## config.mk

```make
export PLATFORM = sky130hd
export DESIGN_NAME = cache_control_nway_flat
export DESIGN_NICKNAME = d
export VERILOG_FILES = /design/src/rtl/cache_control_nway_if.sv /design/src/rtl/cache_control_nway.sv /design/src/flat_wrapper.sv
export SDC_FILE = /design/constraint.sdc
export NUM_CORES = 1
export LEC_CHECK = 0
export ABC_AREA = 1
export BUFFER_PORTS_ARGS = -buffer_cell sky130_fd_sc_hd__buf_2
export CELL_PAD_IN_SITES_DETAIL_PLACEMENT = 0
export CELL_PAD_IN_SITES_GLOBAL_PLACEMENT = 2
export CORE_ASPECT_RATIO = 0.8
export CORE_MARGIN = 3
export CORE_UTILIZATION = 22
export CTS_CLUSTER_DIAMETER = 200
export DETAILED_ROUTE_END_ITERATION = 10
export PLACE_DENSITY = 0.94
export SLEW_MARGIN = 0
export SYNTH_ARGS = -nofsm -noshare
export SYNTH_HDL_FRONTEND = slang
export SYNTH_SLANG_ARGS = --single-unit
```

## constraint.sdc

```tcl
create_clock -name clk -period 3.8 [get_ports clk]
set_clock_uncertainty 0.15 [all_clocks]
set_input_delay 0.19 -clock clk [delete_from_list [all_inputs] [get_ports clk]]
set_output_delay 0.19 -clock clk [all_outputs]
set_load 0.1 [all_outputs]
```

## src/rtl/cache_control_nway_if.sv

```systemverilog
// Bus bundle between the N-way cache controller and its CPU port, memory port and datapath.
// master = controller side, slave = environment (CPU, pmem, datapath arrays).
interface cache_control_nway_if #(
  parameter int WAYS = 4
);
  localparam int WAY_IDX = $clog2(WAYS);

  logic               mem_read;
  logic               mem_write;
  logic               mem_resp;
  logic [WAYS-1:0]    hit_vec;
  logic [WAYS-1:0]    valid_vec;
  logic [WAYS-1:0]    dirty_vec;
  logic [WAYS-2:0]    plru_bits;
  logic [WAY_IDX-1:0] way_sel;
  logic               data_sel;
  logic               pmem_addr_sel;
  logic [WAYS-1:0]    load_data;
  logic [WAYS-1:0]    load_tag;
  logic [WAYS-1:0]    load_valid;
  logic [WAYS-1:0]    load_dirty;
  logic               dirty_in;
  logic               load_plru;
  logic [WAYS-2:0]    plru_in;
  logic               pmem_resp;
  logic               pmem_read;
  logic               pmem_write;

  modport master (
    input  mem_read, mem_write, hit_vec, valid_vec, dirty_vec, plru_bits, pmem_resp,
    output mem_resp, way_sel, data_sel, pmem_addr_sel, load_data, load_tag, load_valid,
           load_dirty, dirty_in, load_plru, plru_in, pmem_read, pmem_write
  );

  modport slave (
    output mem_read, mem_write, hit_vec, valid_vec, dirty_vec, plru_bits, pmem_resp,
    input  mem_resp, way_sel, data_sel, pmem_addr_sel, load_data, load_tag, load_valid,
           load_dirty, dirty_in, load_plru, plru_in, pmem_read, pmem_write
  );
endinterface

```

## src/rtl/cache_control_nway.sv

```systemverilog
// N-way set-associative write-back cache controller with tree pseudo-LRU and invalid-first victims.
// Optional performance counters (hit/miss/writeback) enabled by defining CACHE_PERF_CNT_EN.
module cache_control_nway #(
  parameter int WAYS = 4
) (
  input  logic                 clk,
  input  logic                 rst_n,
  cache_control_nway_if.master bus
`ifdef CACHE_PERF_CNT_EN
  ,
  output logic [31:0]          hit_count,
  output logic [31:0]          miss_count,
  output logic [31:0]          wb_count
`endif
);
  localparam int WAY_IDX = $clog2(WAYS);

  typedef enum logic [1:0] {IDLE = 2'd0, EVICT = 2'd1, FILL = 2'd2} state_t;

  state_t             state_q, state_d;
  logic [WAY_IDX-1:0] victim_q, victim_d;
  logic               req, is_write, hit, all_valid;
  logic [WAY_IDX-1:0] hit_way, free_way, victim_sel;
  logic [WAYS-1:0]    hit_oh, victim_oh;

  // Walk from the root: a 0 bit points left, a 1 bit points right.
  function automatic logic [WAY_IDX-1:0] plru_walk(input logic [WAYS-2:0] bits);
    logic [WAY_IDX-1:0] way;
    logic [WAY_IDX-1:0] node;
    way  = '0;
    node = '0;
    for (int l = 0; l < WAY_IDX; l++) begin
      way  = (way << 1) | WAY_IDX'(bits[node]);
      node = WAY_IDX'((1 << (l + 1)) - 1) + way;
    end
    return way;
  endfunction

  // Every node on the accessed way's path is turned to point away from it.
  function automatic logic [WAYS-2:0] plru_update(input logic [WAYS-2:0] bits,
                                                  input logic [WAY_IDX-1:0] w);
    logic [WAYS-2:0]    upd;
    logic [WAY_IDX-1:0] wt;
    logic [WAY_IDX-1:0] prefix;
    logic [WAY_IDX-1:0] node;
    logic               dir;
    upd    = bits;
    wt     = w;
    prefix = '0;
    node   = '0;
    for (int l = 0; l < WAY_IDX; l++) begin
      dir       = wt[WAY_IDX-1];
      upd[node] = ~dir;
      wt        = wt << 1;
      prefix    = (prefix << 1) | WAY_IDX'(dir);
      node      = WAY_IDX'((1 << (l + 1)) - 1) + prefix;
    end
    return upd;
  endfunction

  assign req       = bus.mem_read | bus.mem_write;
  assign is_write  = bus.mem_write;
  assign hit       = |bus.hit_vec;
  assign all_valid = &bus.valid_vec;

  always_comb begin
    hit_way  = '0;
    free_way = '0;
    for (int i = WAYS - 1; i >= 0; i--) begin
      if (bus.hit_vec[i])    hit_way  = WAY_IDX'(i);
      if (!bus.valid_vec[i]) free_way = WAY_IDX'(i);
    end
    victim_sel = all_valid ? plru_walk(bus.plru_bits) : free_way;
  end

  for (genvar gi = 0; gi < WAYS; gi++) begin : g_onehot
    assign hit_oh[gi]    = (hit_way == WAY_IDX'(gi));
    assign victim_oh[gi] = (victim_q == WAY_IDX'(gi));
  end

  always_ff @(posedge clk or negedge rst_n) begin
    if (!rst_n) begin
      state_q  <= IDLE;
      victim_q <= '0;
    end else begin
      state_q  <= state_d;
      victim_q <= victim_d;
    end
  end

  always_comb begin
    state_d  = state_q;
    victim_d = victim_q;
    case (state_q)
      IDLE: begin
        if (req && !hit) begin
          victim_d = victim_sel;
          state_d  = (all_valid && bus.dirty_vec[victim_sel]) ? EVICT : FILL;
        end
      end
      EVICT:   if (bus.pmem_resp) state_d = FILL;
      FILL:    if (bus.pmem_resp) state_d = IDLE;
      default: state_d = IDLE;
    endcase
  end

  // Outputs are forced low while reset is held so pmem strobes drop immediately.
  always_comb begin
    bus.mem_resp      = 1'b0;
    bus.way_sel       = '0;
    bus.data_sel      = 1'b0;
    bus.pmem_addr_sel = 1'b0;
    bus.load_data     = '0;
    bus.load_tag      = '0;
    bus.load_valid    = '0;
    bus.load_dirty    = '0;
    bus.dirty_in      = 1'b0;
    bus.load_plru     = 1'b0;
    bus.plru_in       = '0;
    bus.pmem_read     = 1'b0;
    bus.pmem_write    = 1'b0;
    if (rst_n) begin
      case (state_q)
        IDLE: begin
          if (req && hit) begin
            bus.mem_resp  = 1'b1;
            bus.way_sel   = hit_way;
            bus.load_plru = 1'b1;
            bus.plru_in   = plru_update(bus.plru_bits, hit_way);
            if (is_write) begin
              bus.load_data  = hit_oh;
              bus.load_dirty = hit_oh;
              bus.dirty_in   = 1'b1;
            end
          end
        end
        EVICT: begin
          bus.pmem_write    = 1'b1;
          bus.pmem_addr_sel = 1'b1;
          bus.way_sel       = victim_q;
        end
        FILL: begin
          bus.pmem_read = 1'b1;
          bus.data_sel  = 1'b1;
          bus.way_sel   = victim_q;
          if (bus.pmem_resp) begin
            bus.load_data  = victim_oh;
            bus.load_tag   = victim_oh;
            bus.load_valid = victim_oh;
            bus.load_dirty = victim_oh;
          end
        end
        default: ;
      endcase
    end
  end

  a_hit_onehot: assert property (@(posedge clk) disable iff (!rst_n)
    (state_q == IDLE && req) |-> $onehot0(bus.hit_vec));

`ifdef CACHE_PERF_CNT_EN
  logic miss_pending_q;
  logic miss_ev, wb_ev;

  assign miss_ev = (state_q == IDLE) && req && !hit;
  assign wb_ev   = (state_q == EVICT) && bus.pmem_resp;

  always_ff @(posedge clk or negedge rst_n) begin
    if (!rst_n) begin
      hit_count      <= '0;
      miss_count     <= '0;
      wb_count       <= '0;
      miss_pending_q <= 1'b0;
    end else begin
      if (miss_ev) begin
        miss_count     <= miss_count + 32'd1;
        miss_pending_q <= 1'b1;
      end
      if (wb_ev) wb_count <= wb_count + 32'd1;
      if (bus.mem_resp) begin
        miss_pending_q <= 1'b0;
        if (!miss_pending_q) hit_count <= hit_count + 32'd1;
      end
    end
  end
`endif
endmodule

```

## src/flat_wrapper.sv

```systemverilog
// flat-port wrapper written by rule: the top's interface ports become plain ports
module cache_control_nway_flat 
#(
  parameter int WAYS = 4
)
  (clk, rst_n, bus_mem_read, bus_mem_write, bus_hit_vec, bus_valid_vec, bus_dirty_vec, bus_plru_bits, bus_pmem_resp, bus_mem_resp, bus_way_sel, bus_data_sel, bus_pmem_addr_sel, bus_load_data, bus_load_tag, bus_load_valid, bus_load_dirty, bus_dirty_in, bus_load_plru, bus_plru_in, bus_pmem_read, bus_pmem_write);
  cache_control_nway_if #(.WAYS(WAYS)) bus_i ();
  input  logic clk;
  input  logic rst_n;
  input wire logic [$bits(bus_i.mem_read)-1:0] bus_mem_read;
  input wire logic [$bits(bus_i.mem_write)-1:0] bus_mem_write;
  input wire logic [$bits(bus_i.hit_vec)-1:0] bus_hit_vec;
  input wire logic [$bits(bus_i.valid_vec)-1:0] bus_valid_vec;
  input wire logic [$bits(bus_i.dirty_vec)-1:0] bus_dirty_vec;
  input wire logic [$bits(bus_i.plru_bits)-1:0] bus_plru_bits;
  input wire logic [$bits(bus_i.pmem_resp)-1:0] bus_pmem_resp;
  output wire logic [$bits(bus_i.mem_resp)-1:0] bus_mem_resp;
  output wire logic [$bits(bus_i.way_sel)-1:0] bus_way_sel;
  output wire logic [$bits(bus_i.data_sel)-1:0] bus_data_sel;
  output wire logic [$bits(bus_i.pmem_addr_sel)-1:0] bus_pmem_addr_sel;
  output wire logic [$bits(bus_i.load_data)-1:0] bus_load_data;
  output wire logic [$bits(bus_i.load_tag)-1:0] bus_load_tag;
  output wire logic [$bits(bus_i.load_valid)-1:0] bus_load_valid;
  output wire logic [$bits(bus_i.load_dirty)-1:0] bus_load_dirty;
  output wire logic [$bits(bus_i.dirty_in)-1:0] bus_dirty_in;
  output wire logic [$bits(bus_i.load_plru)-1:0] bus_load_plru;
  output wire logic [$bits(bus_i.plru_in)-1:0] bus_plru_in;
  output wire logic [$bits(bus_i.pmem_read)-1:0] bus_pmem_read;
  output wire logic [$bits(bus_i.pmem_write)-1:0] bus_pmem_write;
  assign bus_i.mem_read = bus_mem_read;
  assign bus_i.mem_write = bus_mem_write;
  assign bus_i.hit_vec = bus_hit_vec;
  assign bus_i.valid_vec = bus_valid_vec;
  assign bus_i.dirty_vec = bus_dirty_vec;
  assign bus_i.plru_bits = bus_plru_bits;
  assign bus_i.pmem_resp = bus_pmem_resp;
  assign bus_mem_resp = bus_i.mem_resp;
  assign bus_way_sel = bus_i.way_sel;
  assign bus_data_sel = bus_i.data_sel;
  assign bus_pmem_addr_sel = bus_i.pmem_addr_sel;
  assign bus_load_data = bus_i.load_data;
  assign bus_load_tag = bus_i.load_tag;
  assign bus_load_valid = bus_i.load_valid;
  assign bus_load_dirty = bus_i.load_dirty;
  assign bus_dirty_in = bus_i.dirty_in;
  assign bus_load_plru = bus_i.load_plru;
  assign bus_plru_in = bus_i.plru_in;
  assign bus_pmem_read = bus_i.pmem_read;
  assign bus_pmem_write = bus_i.pmem_write;
  cache_control_nway #(.WAYS(WAYS)) u_core (.clk(clk), .rst_n(rst_n), .bus(bus_i));
endmodule
```

# --- After elaboration in Yosys (flattened, before gate mapping) ---
# Index checks and enable logic that the tools add are counted.
totals:
  wordCells: 81
  output_inout_bits: 28
  inputBits: 20
  reg_bits: 4
classes:
  mux: 45
  n_addsub: 2
  n_reduce_logical: 13
  bitwise: 4
  n_eq_ne: 11
  n_lt_le_gt_ge: 4
op_table:
  columns: ["operator", "n"]
  rows:
  - ["$mux W2", 15]
  - ["$mux W4", 6]
  - ["$mux W1", 14]
  - ["$eq A2 B2 Y1 const B", 5]
  - ["$lt A2 B3 Y1 const B", 3]
  - ["$mux W3", 3]
  - ["$pmux W4 S2", 1]
  - ["$eq A2 B1 Y1 const B", 3]
  - ["$logic_not A2 Y1", 3]
  - ["$pmux W2 S3", 1]
  - ["$add A1 B1 Y2 const A", 2]
  - ["$bmux W1 S2", 2]
  - ["$logic_and A1 B1 Y1", 4]
  - ["$ne A2 B2 Y1 const B", 2]
  - ["$pmux W2 S2", 1]
  - ["$reduce_and A4 Y1", 1]
  - ["$reduce_or A4 Y1", 1]
  - ["$bwmux W3", 1]
  - ["$reduce_and A3 Y1", 1]
  - ["$demux W1 S2", 1]
  - ["$ge A2 B1 Y1 const B", 1]
  - ["$ne A2 B1 Y1 const B", 1]
  - ["$not A1 Y1", 2]
  - ["$or A2 B1 Y2", 1]
  - ["4 further kinds", 4]

# --- Depth between registers and ports, before layout ---
depth:
  ltp_word: 13
  depth_mapped: 11
  mapped_depth_nobuf: 11

# --- Least setup slack after synthesis ---
# No wires, ideal clock.
synth_path:
  path_kind: "flip-flop to output port"
  start: "register u_core.state_q[0]"
  end: "output bus_load_valid[1]"
  path_stages_with_launch: 6
  t_required_ps: 3460
  setup_slack_ps: -825
  arrival_ps: 4285
  path_cell_list: "dfrtp_1 > inv_1 > ha_1 > nand2_1 > nor4_1 > buf_4"
synth_via:
  elab_chain_cells: 3
synth_rtl:
  columns: ["element", "line_no", "source"]
  rows:
  - ["from (decl)", "cache_control_nway.sv:20", "state_t state_q, state_d;"]
  - ["from (signal assigned)", "cache_control_nway.sv:86", "state_q <= state_d;"]
  - ["$eq A2 B2 Y1", null, null]
  - ["$mux W4 (2 in series)", null, null]
  - ["to (decl)", "flat_wrapper.sv:23", "output wire logic [$bits(bus_i.load_valid)-1:0] bus_load_valid;"]
# No other way between the ends.

# --- Final worst setup path ---
layout_path:
  start: "register u_core.state_q[1]"
  end: "output bus_load_dirty[3]"
layout_via:
  elab_chain_cells: 3
  word_cells_on_any_way: 4
  cone_classes: "eq/ne: 1; mux: 2; reduce/logical: 1"
layout_rtl:
  columns: ["element", "line_no", "source"]
  rows:
  - ["$eq A2 B2 Y1 / $logic_not A2 Y1 (equally long branches)", "cache_control_nway.sv:123", "case (state_q)"]
  - ["$pmux W4 S2 (*)", "cache_control_nway.sv:123", null]
  - ["$mux W4 (*)", "cache_control_nway.sv:122", "if (rst_n) begin"]
  - ["to (decl)", "flat_wrapper.sv:24", "output wire logic [$bits(bus_i.load_dirty)-1:0] bus_load_dirty;"]
# Mark *: on every way between the ends. The rest lies on a longest branch, timed or not.

==> metrics.txt <==
syn_nets roughly 150; gpl congestion slightly below 0.8; final wirelength roughly 2.0 mm; vias in the first global route roughly 850; Detailed Route Iter0 Violations 16; status finished clean; Hold WC Path Type in2async; Num Clock Sinks 4; NetSw ~420 uW; sequential share of power 0.120; RSZ-0062 raised after global routing false; crit path kind reg2out; library cells used by synthesis 27; Required @ worst endpoint between 3000 and 4000 ps; sw frac 0.6668; Pint 210.6 uW; Max Freq ~420 MHz; initial antenna violation count 0; Clk pwr share 0.135; # Post-CTS Setup Buffers 0; Buffers on Ports 47; WHS approximately 190 ps; YS warnings 0; number of vias per cell 4.087; nets ~190; reg2reg path depth 6; max-cap check violation count 0; Worst Path Arrival between 2000 and 2500 ps; synthesized netlist cell count between 100 and 150; total gr overflow 0; root buf cell clkbuf_8; DR DRC count 0; GRT Util Overall 0.09472; antenna diode count 0; Combinational Power Share 0.744; CORE AREA 0.003471 mm^2; r2r setup slk ~2200 ps; die width between 70 and 80 um; Num CTS Buffers 3; Leak 0.6556 nW; final worst-path cycle share 0.6206; worst skew pair latency 210 ps; Multi-input gate area approximately 520 um^2; pin count of the biggest net entering global routing 13; detailed placement HPWL approximately 1.7 mm; worst setup path end bus_load_dirty[3]; final hold vios 0; Initial Utilization 0.2329; CTS clock-pin slew for the worst setup and hold paths roughly 30 ps; average wire per standard cell between 9 and 10 um; Ports 48; final setup fails 0; Avg Inst Size Synth 6.364 um^2; first-pass GRT wire length 3.394 mm; worst r2r src u_core.state_q[0]$_DFFE_PN0P_; Setup crit start u_core.state_q[1]$_DFFE_PN0P_; max_slew headroom 0.6773; maximum VDD drop 0.0002097 V; CTS H-tree lvls 1; maximum clock path buffer count 2; CP endpoint kind output port; post-synthesis sequential area ratio 0.1238; die height approximately 60 um; DR vias 850; FF-to-FF End u_core.state_q[1]$_DFFE_PN0P_; P&R area growth vs syn 32.04%; Slew @ Worst Pin slightly below 500 ps; Mapped Area about 800 um^2; row cnt 19; CP startpoint kind flip-flop; remaining antenna violation count 0; register area ~100 um^2; Sum Neg Setup Slack 0 ps; Period minus WS final ~2400 ps; fill count between 300 and 400; Slew Viols, Final 0; CTS tree done; Crit Path Max Fanout 5; DRT Pass-1 Iters 4; die area 0.004442 mm^2; Cell Pwr Density slightly below 600 mW/mm^2; register bit total from synthesis 4; layout cells sized above 1 0.4398
==> what timing repair did <==
action | in CTS | in global routing
hold buffers | 1 | 0
endpoints found under the setup margin | 0 | 0
gates resized for setup | 0 | 0
hold endpoints to repair | 4 | 0
==> worst min path at each step <==
stage,start,endpoint,slack [ps],cells after the start
2_1_floorplan,rst_n,u_core.state_q[0]$_DFFE_PN0P_,-260,0
3_3_place_gp,rst_n,u_core.state_q[1]$_DFFE_PN0P_,-130,1
3_5_place_dp,rst_n,u_core.state_q[0]$_DFFE_PN0P_,-130,1
4_1_cts,rst_n,u_core.state_q[0]$_DFFE_PN0P_,180,2
5_1_grt,rst_n,u_core.state_q[0]$_DFFE_PN0P_,210,2
6_report,rst_n,u_core.state_q[0]$_DFFE_PN0P_,190,2
==> logic make-up after synthesis <==
kind of cell             Yosys count  share of synthesized area
AND/OR/NAND/NOR                   62                     0.4350
buffers and inverters             40                     0.2368
adder cells (fa/ha/maj)            4                    0.06192
flip-flops                         4                     0.1238
AO/OA/AOI/OAI                     17                     0.1424
==> cell type report <==
cell class,instances,share of cell area
clock buffer,3,0.03869
inverter,28,0.09848
multi-input combinational,83,0.4900
sequential,4,0.09379
tap,42,0.04924
timing repair buffer,48,0.2298
==> power groups by stage <==
stage	Sequential (mW)	Clock (mW)	Combinational, mW
after floorplan	0.0701	0	0.422
after global placement	0.0770	0	0.471
after detailed placement	0.0768	0	0.472
after CTS	0.0764	0.0891	0.474
after global routing	0.0801	0.0924	0.500
final	0.0761	0.0856	0.470
==> cells in the final DEF (no fill, tap or decap) <==
master | synthesis | final
o21bai_1 | 1 | 1
nand4_1 | 2 | 2
clkbuf_8 | 0 | 3
nor2_2 | 1 | 1
a22oi_1 | 1 | 1
nand2_1 | 23 | 23
nor3_1 | 2 | 2
inv_1 | 25 | 25
a21oi_1 | 6 | 6
nor4_1 | 2 | 1
nand2_4 | 1 | 1
a21boi_4 | 1 | 1
nand2_2 | 5 | 5
a21oi_2 | 1 | 1
nor4_2 | 0 | 1
buf_2 | 0 | 47
nor2_1 | 10 | 10
nor2_4 | 5 | 5
nor3_4 | 2 | 2
a211oi_2 | 1 | 1
nand3_2 | 1 | 1
o21ai_0 | 4 | 4
o21ai_1 | 2 | 2
dfrtp_1 | 4 | 4
nand3_1 | 7 | 7
ha_1 | 4 | 4
inv_2 | 3 | 3
nor3_2 | 1 | 1
dlygate4sd3_1 | 0 | 1
==> worst max-delay path, cell delays in order, from the launching register on <==
cell     delay, ps
dfrtp_1        390
inv_1          110
ha_1           190
inv_1          120
nor3_4         240
nand4_1        120
a21oi_1        180
buf_2          460
==> metal layers <==
metal / vias to the layer above / part of all wire / GRT usage
met1: 358 / 0.49 / 0.1183
met3: 0 / 0.083 / 0.02689
met2: 29 / 0.42 / 0.1641
met5: - / 0 / 0
li1: 463 / - / -
met4: 0 / 0 / 0.01550
==> Yosys cell counts <==
cell type,instances,share of area
a21boi_4,1,0.023
a22oi_1,1,0.0093
nor3_4,2,0.040
o21ai_0,4,0.025
buf_1,1,0.0046
nand2_2,5,0.039
nand2_1,23,0.11
dfrtp_1,4,0.12
nor2_2,1,0.0077
nor2_1,10,0.046
o21ai_1,2,0.012
nor3_1,2,0.012
a21oi_2,1,0.011
o21bai_1,1,0.0093
nor4_1,2,0.015
inv_2,3,0.014
ha_1,4,0.062
nor2_4,5,0.070
nand4_1,2,0.015
buf_4,11,0.10
nand3_1,7,0.043
nor3_2,1,0.012
inv_1,25,0.12
nand2_4,1,0.014
a211oi_2,1,0.015
nand3_2,1,0.012
a21oi_1,6,0.037
==> stage by stage <==
| stage | total power, mW | utilization | cell area (um^2) | cells | setup WS, ps |
|---|---|---|---|---|---|
| global placement | 0.5482 | 0.2927 | 1016 | 204 | 1703 |
| finish | 0.6321 | 0.3075 | 1067 | 208 | 1442 |
| CTS | 0.6396 | 0.3075 | 1067 | 208 | 1424 |
| global route | 0.6725 | 0.3075 | 1067 | 208 | 1285 |
| detailed placement | 0.5491 | 0.2927 | 1016 | 204 | 1663 |
| floorplan | 0.4920 | - | 814.5 | 127 | 376.8 |
==> flip-flops by register name, indices dropped and copies added, names as in the netlist <==
signal / cells
u_core.state_q: 2
u_core.victim_q: 2
No activity file was read; power rests on OpenSTA's default activity.
